## config.mk

```make
export PLATFORM = sky130hd
export DESIGN_NAME = gzip_block_sequencer_flat
export DESIGN_NICKNAME = d
export VERILOG_FILES = /design/src/rtl/gzip_block_sequencer_if.sv /design/src/rtl/gzip_block_sequencer.sv /design/src/flat_wrapper.sv
export SDC_FILE = /design/constraint.sdc
export NUM_CORES = 1
export LEC_CHECK = 0
export CAP_MARGIN = 20
export CORE_ASPECT_RATIO = 0.5
export CORE_UTILIZATION = 50
export CTS_BUF_LIST = sky130_fd_sc_hd__clkbuf_4 sky130_fd_sc_hd__clkbuf_8
export CTS_CLUSTER_SIZE = 24
export DETAILED_ROUTE_END_ITERATION = 10
export PLACE_DENSITY = 0.78
export SYNTH_ARGS = -nofsm -noshare
export SYNTH_HDL_FRONTEND = slang
export SYNTH_SLANG_ARGS = --single-unit
export TNS_END_PERCENT = 30
```

## constraint.sdc

```tcl
create_clock -name clk -period 2.8 [get_ports clk]
set_input_delay 0.56 -clock clk [delete_from_list [all_inputs] [get_ports clk]]
set_output_delay 0.56 -clock clk [all_outputs]
set_load 0.05 [all_outputs]
```

## src/rtl/gzip_block_sequencer_if.sv

```systemverilog
// Handshake bundle between the block sequencer, the input FIFO and the LZ77/Huffman datapath.
// The master side is the sequencer; the slave side is the surrounding FIFO and datapath.
interface gzip_block_sequencer_if #(
    parameter int LEN_WIDTH = 24
);
    logic [1:0]           btype_in;
    logic                 fifo_empty;
    logic [31:0]          fifo_dout;
    logic                 fifo_rd_en;
    logic                 blk_start;
    logic                 blk_bfinal;
    logic [1:0]           blk_btype;
    logic [LEN_WIDTH-1:0] blk_len;
    logic [7:0]           byte_out;
    logic                 byte_valid;
    logic                 byte_ready;
    logic                 byte_last;
    logic                 blk_done;
    logic                 stream_done;
    logic                 err_len;

    modport master (
        input  btype_in,
        input  fifo_empty,
        input  fifo_dout,
        output fifo_rd_en,
        output blk_start,
        output blk_bfinal,
        output blk_btype,
        output blk_len,
        output byte_out,
        output byte_valid,
        input  byte_ready,
        output byte_last,
        input  blk_done,
        output stream_done,
        output err_len
    );

    modport slave (
        output btype_in,
        output fifo_empty,
        output fifo_dout,
        input  fifo_rd_en,
        input  blk_start,
        input  blk_bfinal,
        input  blk_btype,
        input  blk_len,
        input  byte_out,
        input  byte_valid,
        output byte_ready,
        input  byte_last,
        output blk_done,
        input  stream_done,
        input  err_len
    );
endinterface

```

## src/rtl/gzip_block_sequencer.sv

```systemverilog
// Pops DEFLATE block headers and payload words from the input FIFO, announces each block and
// serialises its payload into a byte stream, dropping the padding lanes of the final word.
module gzip_block_sequencer #(
    parameter int LEN_WIDTH      = 24,
    parameter int MAX_STORED_LEN = 65535
) (
    input  logic                      clk,
    input  logic                      rst,
    gzip_block_sequencer_if.master    bus
);

    typedef enum logic [2:0] {
        S_IDLE,
        S_HDR_WAIT,
        S_HDR_PARSE,
        S_DATA_RD,
        S_DATA_WAIT,
        S_SHIFT,
        S_WAIT_DONE,
        S_ERROR
    } state_t;

    state_t               r_state;
    state_t               w_state_next;

    logic [LEN_WIDTH-1:0] r_hdr_len;
    logic                 r_hdr_bfinal;
    logic                 r_blk_bfinal;
    logic [1:0]           r_blk_btype;
    logic [LEN_WIDTH-1:0] r_blk_len;
    logic [LEN_WIDTH-1:0] r_rem;
    logic [1:0]           r_lane;
    logic [31:0]          r_word;
    logic                 r_err_len;
    logic                 r_stream_done;

    logic                 w_fifo_rd_en;
    logic                 w_blk_start;
    logic                 w_byte_valid;
    logic                 w_hdr_bad;
    logic                 w_load_word;
    logic                 w_accept;
    logic                 w_done_final;
    logic                 w_out_en;
    logic [LEN_WIDTH-1:0] w_dout_len;
    logic [7:0]           w_lane_bytes [4];

    // Header LEN is stored most-significant byte first in bits [15:8].
    assign w_dout_len = LEN_WIDTH'({bus.fifo_dout[15:8], bus.fifo_dout[23:16], bus.fifo_dout[31:24]});

    genvar gi;
    generate
        for (gi = 0; gi < 4; gi++) begin : g_lane
            assign w_lane_bytes[gi] = r_word[gi*8 +: 8];
        end
    endgenerate

    always_comb begin
        w_state_next = r_state;
        w_fifo_rd_en = 1'b0;
        w_blk_start  = 1'b0;
        w_byte_valid = 1'b0;
        w_hdr_bad    = 1'b0;
        w_load_word  = 1'b0;
        w_accept     = 1'b0;
        w_done_final = 1'b0;
        case (r_state)
            S_IDLE: begin
                if (!bus.fifo_empty) begin
                    w_fifo_rd_en = 1'b1;
                    w_state_next = S_HDR_WAIT;
                end
            end
            S_HDR_WAIT: begin
                w_state_next = S_HDR_PARSE;
            end
            S_HDR_PARSE: begin
                if ((bus.btype_in == 2'b00) && (r_hdr_len > LEN_WIDTH'(MAX_STORED_LEN))) begin
                    w_hdr_bad    = 1'b1;
                    w_state_next = S_ERROR;
                end else begin
                    w_blk_start  = 1'b1;
                    w_state_next = (r_hdr_len == '0) ? S_WAIT_DONE : S_DATA_RD;
                end
            end
            S_DATA_RD: begin
                if (!bus.fifo_empty) begin
                    w_fifo_rd_en = 1'b1;
                    w_state_next = S_DATA_WAIT;
                end
            end
            S_DATA_WAIT: begin
                w_load_word  = 1'b1;
                w_state_next = S_SHIFT;
            end
            S_SHIFT: begin
                w_byte_valid = 1'b1;
                if (bus.byte_ready) begin
                    w_accept = 1'b1;
                    if (r_rem == LEN_WIDTH'(1)) begin
                        w_state_next = S_WAIT_DONE;
                    end else if (r_lane == 2'd3) begin
                        w_state_next = S_DATA_RD;
                    end
                end
            end
            S_WAIT_DONE: begin
                if (bus.blk_done) begin
                    w_done_final = r_blk_bfinal;
                    w_state_next = S_IDLE;
                end
            end
            S_ERROR: begin
                w_state_next = S_ERROR;
            end
            default: begin
                w_state_next = S_IDLE;
            end
        endcase
    end

    always_ff @(posedge clk) begin
        if (rst) begin
            r_state <= S_IDLE;
        end else begin
            r_state <= w_state_next;
        end
    end

    always_ff @(posedge clk) begin
        if (rst) begin
            r_hdr_len     <= '0;
            r_hdr_bfinal  <= 1'b0;
            r_blk_bfinal  <= 1'b0;
            r_blk_btype   <= 2'b00;
            r_blk_len     <= '0;
            r_rem         <= '0;
            r_lane        <= 2'd0;
            r_word        <= 32'd0;
            r_err_len     <= 1'b0;
            r_stream_done <= 1'b0;
        end else begin
            r_stream_done <= w_done_final;
            if (r_state == S_HDR_WAIT) begin
                r_hdr_len    <= w_dout_len;
                r_hdr_bfinal <= bus.fifo_dout[0];
            end
            if (w_hdr_bad) begin
                r_err_len <= 1'b1;
            end
            if (w_blk_start) begin
                r_blk_bfinal <= r_hdr_bfinal;
                r_blk_btype  <= bus.btype_in;
                r_blk_len    <= r_hdr_len;
                r_rem        <= r_hdr_len;
            end
            if (w_load_word) begin
                r_word <= bus.fifo_dout;
                r_lane <= 2'd0;
            end
            // Lane holds at 3 on the last byte of a word; it restarts only when a word is loaded.
            if (w_accept) begin
                r_rem <= r_rem - LEN_WIDTH'(1);
                if (r_lane != 2'd3) begin
                    r_lane <= r_lane + 2'd1;
                end
            end
        end
    end

    // Combinational outputs are forced low while reset is held so nothing leaks mid-reset.
    assign w_out_en        = ~rst;
    assign bus.fifo_rd_en  = w_fifo_rd_en & w_out_en;
    assign bus.blk_start   = w_blk_start & w_out_en;
    assign bus.blk_bfinal  = bus.blk_start ? r_hdr_bfinal : r_blk_bfinal;
    assign bus.blk_btype   = bus.blk_start ? bus.btype_in : r_blk_btype;
    assign bus.blk_len     = bus.blk_start ? r_hdr_len : r_blk_len;
    assign bus.byte_valid  = w_byte_valid & w_out_en;
    assign bus.byte_out    = bus.byte_valid ? w_lane_bytes[r_lane] : 8'd0;
    assign bus.byte_last   = bus.byte_valid & (r_rem == LEN_WIDTH'(1));
    assign bus.stream_done = r_stream_done;
    assign bus.err_len     = r_err_len;

endmodule

```

## src/flat_wrapper.sv

```systemverilog
// flat-port wrapper written by rule: the top's interface ports become plain ports
module gzip_block_sequencer_flat 
#(
    parameter int LEN_WIDTH      = 24,
    parameter int MAX_STORED_LEN = 65535
)
  (clk, rst, bus_btype_in, bus_fifo_empty, bus_fifo_dout, bus_fifo_rd_en, bus_blk_start, bus_blk_bfinal, bus_blk_btype, bus_blk_len, bus_byte_out, bus_byte_valid, bus_byte_ready, bus_byte_last, bus_blk_done, bus_stream_done, bus_err_len);
  gzip_block_sequencer_if #(.LEN_WIDTH(LEN_WIDTH)) bus_i ();
  input  logic clk;
  input  logic rst;
  input wire logic [$bits(bus_i.btype_in)-1:0] bus_btype_in;
  input wire logic [$bits(bus_i.fifo_empty)-1:0] bus_fifo_empty;
  input wire logic [$bits(bus_i.fifo_dout)-1:0] bus_fifo_dout;
  output wire logic [$bits(bus_i.fifo_rd_en)-1:0] bus_fifo_rd_en;
  output wire logic [$bits(bus_i.blk_start)-1:0] bus_blk_start;
  output wire logic [$bits(bus_i.blk_bfinal)-1:0] bus_blk_bfinal;
  output wire logic [$bits(bus_i.blk_btype)-1:0] bus_blk_btype;
  output wire logic [$bits(bus_i.blk_len)-1:0] bus_blk_len;
  output wire logic [$bits(bus_i.byte_out)-1:0] bus_byte_out;
  output wire logic [$bits(bus_i.byte_valid)-1:0] bus_byte_valid;
  input wire logic [$bits(bus_i.byte_ready)-1:0] bus_byte_ready;
  output wire logic [$bits(bus_i.byte_last)-1:0] bus_byte_last;
  input wire logic [$bits(bus_i.blk_done)-1:0] bus_blk_done;
  output wire logic [$bits(bus_i.stream_done)-1:0] bus_stream_done;
  output wire logic [$bits(bus_i.err_len)-1:0] bus_err_len;
  assign bus_i.btype_in = bus_btype_in;
  assign bus_i.fifo_empty = bus_fifo_empty;
  assign bus_i.fifo_dout = bus_fifo_dout;
  assign bus_fifo_rd_en = bus_i.fifo_rd_en;
  assign bus_blk_start = bus_i.blk_start;
  assign bus_blk_bfinal = bus_i.blk_bfinal;
  assign bus_blk_btype = bus_i.blk_btype;
  assign bus_blk_len = bus_i.blk_len;
  assign bus_byte_out = bus_i.byte_out;
  assign bus_byte_valid = bus_i.byte_valid;
  assign bus_i.byte_ready = bus_byte_ready;
  assign bus_byte_last = bus_i.byte_last;
  assign bus_i.blk_done = bus_blk_done;
  assign bus_stream_done = bus_i.stream_done;
  assign bus_err_len = bus_i.err_len;
  gzip_block_sequencer #(.LEN_WIDTH(LEN_WIDTH), .MAX_STORED_LEN(MAX_STORED_LEN)) u_core (.clk(clk), .rst(rst), .bus(bus_i));
endmodule
```

==> Word level (Yosys, flattened, before mapping) <==
Index checks and enable logic that the tools add are counted.
{ "word_totals": {"register_bits": 115, "latchBits": 0, "ramBits": 0, "mem_bits_ro": 0, "memories": 0} }
{ "classes": {"addsub": 2, "mul": 0, "div": 0, "n_lt_le_gt_ge": 2, "eq_ne": 15, "n_shift": 0, "n_mux": 31, "bitwise_logic": 8, "reduce_logical": 8} }
{ "ops": {"columns": ["operator", "n"], "rows": [
  ["two-way mux 24 bit", 3],
  ["equality test 24 x 1 -> 1 bit, second input constant", 1],
  ["greater-than comparator 24 x 16 -> 1 bit, second input constant", 1],
  ["logical NOT 24 bit", 1],
  ["two-way mux 3 bit", 8],
  ["two-way mux 8 bit", 3],
  ["one-hot mux 3 bit (8 select lines)", 1],
  ["subtractor 24 x 1 -> 24 bit, second input constant", 1],
  ["binary-select mux 8 bit (select 2 bit)", 1],
  ["equality test 3 bit, second input constant", 4],
  ["two-way mux 1 bit", 11],
  ["inequality test 2 bit, second input constant", 5],
  ["two-way mux 2 bit", 4],
  ["equality test 3 x 2 -> 1 bit, second input constant", 2],
  ["AND reduction 5 bit", 1],
  ["AND 1 bit", 4],
  ["equality test 3 x 1 -> 1 bit, second input constant", 1],
  [">= comparator 3 bit, second input constant", 1],
  ["logical NOT 3 bit", 1],
  ["inequality test 3 x 1 -> 1 bit, second input constant", 1],
  ["inverter 1 bit", 3],
  ["inverter 2 -> 3 bit", 1],
  ["OR reduction 3 bit", 1],
  ["adder 2 x 1 -> 2 bit, second input constant", 1],
  ["5 further kinds", 5]
]} }

==> Longest topological paths before layout <==
Gate-level depths: netlist (run 1).
{ "depth": {"ltp_word": 6, "ltp_mapped": 7, "mapped_depth_nobuf": 7} }

==> Least setup slack after synthesis (run 1) <==
Ideal clock, no wire load.
{ "synth_path": {"path_type": "register to output", "start": "register u_core.r_hdr_len[20]", "end": "output port bus_blk_btype[0]", "t_arrival_ns": 2.670, "t_required_ns": 2.240, "slack_ns": -0.430, "stages_incl_launch_ff": 7, "path_buffers": 1, "cell_sequence": "dfxtp_1 or4_1 o21ai_0 nand2_1 nor2_1 buf_2 mux2_2"} }
{ "synth_between": {"elab_chain_len": 6} }
{ "synth_lines": {"columns": ["item", "line", "source"], "rows": [
  ["start, declared", "gzip_block_sequencer.sv:26", "logic [LEN_WIDTH-1:0] r_hdr_len;"],
  ["start signal, assigned", "gzip_block_sequencer.sv:145", "r_hdr_len <= w_dout_len;"],
  ["greater-than comparator 24 x 16 -> 1 bit", "gzip_block_sequencer.sv:78", "if ((bus.btype_in == 2'b00) && (r_hdr_len > LEN_WIDTH'(MAX_STORED_LEN))) begin"],
  ["logical AND 1 bit", "gzip_block_sequencer.sv:78", null],
  ["two-way mux 1 bit", "gzip_block_sequencer.sv:78", null],
  ["two-way mux 1 bit", "gzip_block_sequencer.sv:67", "case (r_state)"],
  ["AND 1 bit", "gzip_block_sequencer.sv:174", "assign bus.blk_start = w_blk_start & w_out_en;"],
  ["net bus_blk_start", "flat_wrapper.sv:15", "output wire logic [$bits(bus_i.blk_start)-1:0] bus_blk_start;"],
  ["two-way mux 2 bit", "gzip_block_sequencer.sv:176", "assign bus.blk_btype = bus.blk_start ? bus.btype_in : r_blk_btype;"],
  ["end, declared", "flat_wrapper.sv:17", "output wire logic [$bits(bus_i.blk_btype)-1:0] bus_blk_btype;"]
]} }
The timed path passes the listed nets, and every way through them passes these cells.

==> Final worst setup path (run 1) <==
{ "layout_path": {"start": "register u_core.r_hdr_len[17]", "end": "output port bus_blk_len[11]"} }
{ "layout_between": {"elab_chain_len": 6} }
{ "layout_lines": {"columns": ["item", "line", "source"], "rows": [
  ["greater-than comparator 24 x 16 -> 1 bit", "gzip_block_sequencer.sv:78", null],
  ["logical AND 1 bit", "gzip_block_sequencer.sv:78", null],
  ["two-way mux 1 bit", "gzip_block_sequencer.sv:78", null],
  ["two-way mux 1 bit", "gzip_block_sequencer.sv:67", null],
  ["AND 1 bit", "gzip_block_sequencer.sv:174", null],
  ["two-way mux 24 bit", "gzip_block_sequencer.sv:177", "assign bus.blk_len = bus.blk_start ? r_hdr_len : r_blk_len;"],
  ["end, declared", "flat_wrapper.sv:18", "output wire logic [$bits(bus_i.blk_len)-1:0] bus_blk_len;"]
]} }
Every way passes these cells.

==> metrics.yaml, run 1 <==
outcome: "finished, violations left"
failed_checks: "negative setup slack"
drc: 0
synth_commonest_cells: "nand2_1 (181), dfxtp_1 (115), a21oi_1 (99), clkbuf_1 (38), mux2_2 (25)"
worst_slack_ns: -0.272
setup_tns_ns: -6.65
syn_area_um2: 5170
yosys.area.top_type: "dfxtp_1"
antenna_found_initial: 0
post-dp-hpwl_um: 10200
r2r-start: "u_core.r_rem[5]"
gp_congestion: 0.863
grt_max_degree: 61
design_area_um2: 7100
setup_viol: 28
ant_nets: 0
clk-insertion-delay-late_ns: 0.45
grt_pass1_vias: 4887
wl_per_cell_um: 18.5
synth_mux_area_share_pct: 8.93
die-height_um: 73.9
tightest_slew_ns: 0.670
area_growth_pct: 37.4
dieWidth_um: 146
synth_xor_area_share_pct: 0
placed_cell_area_um2: 6230
synth_compound_area_share_pct: 16.9
ys_warn_count: 0
yosysMostFrequentCell: "nand2_1"
power_leakage_nw: 2.55
synth_edf_count: 0
grt_pass1_wl_um: 25600
first_pass_iters: 5
synth_area_leaders: "dfxtp_1 (45%), nand2_1 (13%), a21oi_1 (9.6%), mux2_2 (5.4%), mux4_2 (3.5%)"
reg2reg_depth: 5
final_layout_size_suffix_gt1_share_pct: 23.5
seq_area_frac_synth_pct: 44.6
numClockSinks: 115
worstHoldPathType: "in -> reg"
synth_top_family_by_area: "simple AND/OR/NAND/NOR gates"
wl_um: 16400
cp-start-kind: "register"
synthSimpleGateAreaFrac_pct: 25.2
finalCriticalPeriod_ns: 3.07
rr_endpoint: "u_core.r_rem[22]"
power_density_nw_per_um2: 879
clk_path_buf_depth: 2
synthAdderAreaFrac_pct: 0.726
grt_usage_pct: 31.2
grt.overflow.total: 0
slew_violations: 0
clockRootBuffer: "clkbuf_8"
synth_nets: 684
h-tree-depth: 4
worstPathRequired_ns: 2.24
drv_cap: 0
ys_ff_latch: 115
hold_path_end: "u_core.r_blk_len[1]"
start_util_pct: 53.1
worstHoldStart: "rst"
arrival_ns: 2.51
num_vias: 5329
synthFlopType: "dfxtp_1"
io_pins: 80
rows: 25
hold_viol_final: 0
cts_hold_buf: 0
netlist_instances: 642
peakVddDrop_uv: 506
cts_tree: "built"
fin_util_pct: 73.0
port-buffer-count: 79
synth_top_area_share_pct: 44.6
crit_path_max_fanout: 8
max_freq_mhz: 325
avgViaCountPerCell: 6.00
cts_buffers: 17
p_total_mw: 6.24
max_slew_margin_pct: 55.0
core_area_um2: 9730
avgSynthCellArea_um2: 8.05
hold_path_depth: 2
crit_type: "reg -> out"
cp-end-kind: "output pin"
rsz0062_at_grt: "true"
max_stage_delay_ns: 0.57
layout.nets: 782
path_cells: "or4_4 -> o21ai_4 -> nand2_2 -> nor2_4 -> buf_12 -> buf_12 -> mux2_4 -> buf_8"
finalCritPeriodShare_pct: 110
clock_skew_ns: 0.0149
async_flop_share_pct: 0
antenna_cells: 0
drt_iter0_markers: 659
die_area_um2: 10800
ff2ff_setup_slack_ns: 0.20
cp_slowest_cell: "or4_4"
clkTransAtPathRegs_ns: 0.08
worst_path_most_repeated_cell: "buf_12"
ys_types: 42
## cell type report
class / instances / area [um^2]
fillers: 681 / 2630
well taps: 135 / 169
repair buffers: 121 / 1320
clock inverters: 13 / 151
multi-input cells: 476 / 2860
flip-flops and latches: 115 / 2310
inverters: 9 / 33.8
clock buffers: 19 / 262
## worst max-delay path by stage
| stage | cells past startpoint | slack [ns] | end | start |
|---|---|---|---|---|
| 2_1_floorplan | 6 | -0.25 | bus_blk_len[17] | u_core.r_hdr_len[20] |
| 3_3_place_gp | 8 | 0.02 | bus_blk_len[9] | bus_btype_in[1] |
| 3_5_place_dp | 8 | -0.07 | bus_blk_len[21] | bus_btype_in[0] |
| 4_1_cts | 8 | -0.23 | bus_blk_len[6] | u_core.r_hdr_len[17] |
| 5_1_grt | 8 | -0.32 | bus_blk_len[6] | u_core.r_hdr_len[17] |
| 6_report | 8 | -0.27 | bus_blk_len[11] | u_core.r_hdr_len[17] |
## stage by stage
| stage | setup slack [ns] | std cells | hold WS, ns |
|---|---|---|---|
| finish | -0.272 | 888 | 0.332 |
| global route | -0.318 | 888 | 0.347 |
| CTS | -0.235 | 885 | 0.327 |
| detailed placement | -0.0697 | 846 | 0.448 |
| global placement | 0.0181 | 846 | 0.439 |
| floorplan | -0.249 | 642 | 0.433 |
## routing by layer
metal  share of wire, %  global-route usage (%)  vias to the layer above
li1                   -                       -                     2458
met1                 43                    41.0                     2543
met2                 46                    49.5                      282
met3                8.4                    7.08                       46
met4                2.7                    14.6                        0
met5                  0                       0                        -
## cell families (layout without fill, tap and decap cells)
kind of cell,Yosys count,count (layout)
AOI/OAI and AO/OA,153,153
muxes,33,33
and+or+nand+nor,287,287
adders and majority gates,3,3
DFF,115,115
buffers and inverters,51,162
## sequential cells by signal, summed over array words and instances, names as in the netlist
register,count
u_core.r_lane,2
u_core.r_hdr_bfinal,1
u_core.r_rem,24
u_core.r_blk_bfinal,1
u_core.r_word,32
u_core.bus.err_len,1
u_core.r_state,3
u_core.bus.stream_done,1
u_core.r_blk_btype,2
u_core.r_hdr_len,24
u_core.r_blk_len,24
## power by group
group	internal (mW)	switching, mW
combinational	1.03	1.44
sequential	1.91	0.252
clock	0.848	0.763
total	3.79	2.45
## critical path, delay by kind of cell (launching register included)
kind / cells / cell delay (ns)
multiplexers: 1 / 0.32
AND/OR/NAND/NOR: 3 / 0.80
buffers and inverters: 3 / 0.44
flip-flops: 1 / 0.33
AO/OA/AOI/OAI: 1 / 0.18
## cell usage in the layout (no fill, tap or decap), types with 6 or more instances in the layout
cell / n
o21ai_0: 7
nor2_1: 19
nand3_1: 11
clkdlybuf4s50_1: 39
mux4_2: 8
nor4_1: 8
or3_1: 8
a21oi_1: 99
nand2_1: 178
nor2b_1: 9
clkbuf_8: 19
buf_12: 8
a31oi_1: 20
inv_1: 9
buf_4: 47
mux2_4: 25
dfxtp_1: 112
or2_2: 8
nand2b_1: 8
buf_8: 20
o211ai_1: 6
nor3_1: 6
## what timing repair did
item,CTS,global route
setup endpoints to repair,29,28
setup buffers,5,3
gates cloned,2,0
resized for setup,77,12
pin swaps,6,2
Note: power is estimated with default switching activity, not from simulation.
==> run 2, diff against run 1 <==
Settings changed: SKIP_CTS_REPAIR_TIMING set to 1.
==> run 2 against run 1 <==
  * The run ends with design-rule violations, negative setup slack left
  * Via count down 0.28%
  * Wire length down 0.23%
  * Fmax up 0.27%
  * Non-clock buffer count down 3
  * Clock power about the same
  * Combinational power down 2%
  * Largest cell class unchanged
==> metrics.yaml, run 2 (synthesis results as in run 1) <==
drc: 1
ff2ff_setup_slack_ns: 0.22
setup_viol: 28
rows: 25
port-buffer-count: 79
layout.nets: 779
ant_nets: 0
drt_iter0_markers: 611
clock_skew_ns: 0.0175
cp_slowest_cell: "or4_4"
max_slew_margin_pct: 54.7
cts_buffers: 17
worstHoldStart: "rst"
max_stage_delay_ns: 0.58
area_growth_pct: 36.0
dp.cells: 846
antenna_cells: 0
r2r-start: "u_core.r_rem[5]"
regMostFlops: "u_core.r_word"
largest_reg_flops: 32
rr_endpoint: "u_core.r_rem[22]"
grt_usage_pct: 28.4
failed_checks: "design-rule violations, negative setup slack"
core_area_um2: 9730
io_pins: 80
clk_path_buf_depth: 2
path_cells: "or4_4 -> o21ai_4 -> nand2_2 -> nor2_4 -> buf_4 -> clkbuf_16 -> mux2_4 -> buf_8"
stdcell_count: 885
grt_pass1_vias: 4606
worst_slack_ns: -0.264
numClockSinks: 115
die_area_um2: 10800
die-height_um: 73.9
pre_cts_slack_ns: -0.0697
cp-end-kind: "output pin"
power_density_nw_per_um2: 877
crit_type: "reg -> out"
gp_congestion: 0.863
clk-insertion-delay-late_ns: 0.44
max_freq_mhz: 326
worstHoldPathType: "in -> reg"
tightest_slew_ns: 0.675
cts_tree: "built"
num_vias: 5314
post-dp-hpwl_um: 10200
startpoint: "u_core.r_hdr_len[17]"
avgViaCountPerCell: 6.00
power_leakage_nw: 2.52
drv_cap: 0
grt_max_degree: 61
first_pass_iters: 9
wl_um: 16400
fillers: 699
final_cell_mix: "nand2_1 (180), dfxtp_1 (113), a21oi_1 (99)"
hold_viol_final: 0
slew_violations: 0
crit_cells: 8
path_buf_inv: 3
wl_per_cell_um: 18.5
clkTransAtPathRegs_ns: 0.08
cp_top_family: "simple AND/OR/NAND/NOR gates"
finalCritPeriodShare_pct: 109
dieWidth_um: 146
start_util_pct: 53.1
worstPathRequired_ns: 2.24
rsz0062_at_grt: "true"
peakVddDrop_uv: 468
h-tree-depth: 4
grt.overflow.total: 0
grt_pass1_wl_um: 23500
final_layout_size_suffix_gt1_share_pct: 22.4
outcome: "finished, violations left"
setup_tns_ns: -6.59
finalCriticalPeriod_ns: 3.06
reg2reg_depth: 5
final_common_cell: "nand2_1"
cp-start-kind: "register"
clockRootBuffer: "clkbuf_8"
arrival_ns: 2.50
crit_path_max_fanout: 7
endpoint: "bus_blk_len[13]"
antenna_found_initial: 0
==> run 2: stage by stage <==
| step | cell area (um^2) | utilization, % | power (mW) | hold WS, ns |
|---|---|---|---|---|
| finish | 7030 | 72.3 | 6.17 | 0.346 |
| global route | 7030 | 72.3 | 6.43 | 0.357 |
| CTS | 6640 | 68.3 | 5.85 | 0.328 |
| detailed placement | 6230 | 64.0 | 4.27 | 0.448 |
| global placement | 6230 | 64.0 | 4.22 | 0.439 |
| floorplan | 5200 | - | 3.54 | 0.433 |
==> run 2: cell type report <==
| class | count | area, um^2 | area share (%) |
|---|---|---|---|
| clock buffers | 19 | 262 | 3.72 |
| clock inverters | 13 | 151 | 2.15 |
| inverters | 9 | 33.8 | 0.481 |
| multi-input cells | 476 | 2840 | 40.4 |
| flip-flops and latches | 115 | 2300 | 32.8 |
| well taps | 135 | 169 | 2.40 |
| repair buffers | 118 | 1270 | 18.1 |
==> run 2: worst min path at each step <==
| stage | slack, ns | depth (start not counted) | end |
|---|---|---|---|
| 3_3_place_gp | 0.44 | 2 | u_core.r_word[22] |
| 2_1_floorplan | 0.43 | 2 | u_core.r_word[16] |
| 5_1_grt | 0.36 | 2 | u_core.r_blk_len[1] |
| 4_1_cts | 0.33 | 2 | u_core.r_blk_len[1] |
| 6_report | 0.35 | 2 | u_core.r_blk_len[1] |
| 3_5_place_dp | 0.45 | 2 | u_core.r_word[8] |
==> run 2: where the power goes <==
group,switching (mW),internal [mW],leakage [nW]
registers,0.251,1.91,0.932
clock network,0.758,0.849,0.195
logic,1.41,0.987,1.40
==> run 2: worst register-to-register path, delay by kind of cell (launching register included) <==
kind	cells	cell delay (ns)
AOI/OAI and AO/OA	1	0.16
DFF	1	0.35
and+or+nand+nor	4	2.00
==> run 2: per-layer routing <==
metal	wire length, um	GRT usage (%)	part of all wire (%)	vias to the layer above
met1	6850	39.7	42	2517
met2	7590	43.7	46	308
met4	317	11.5	1.9	0
met5	0	0	0	-
met3	1610	5.34	9.8	37
li1	-	-	-	2452
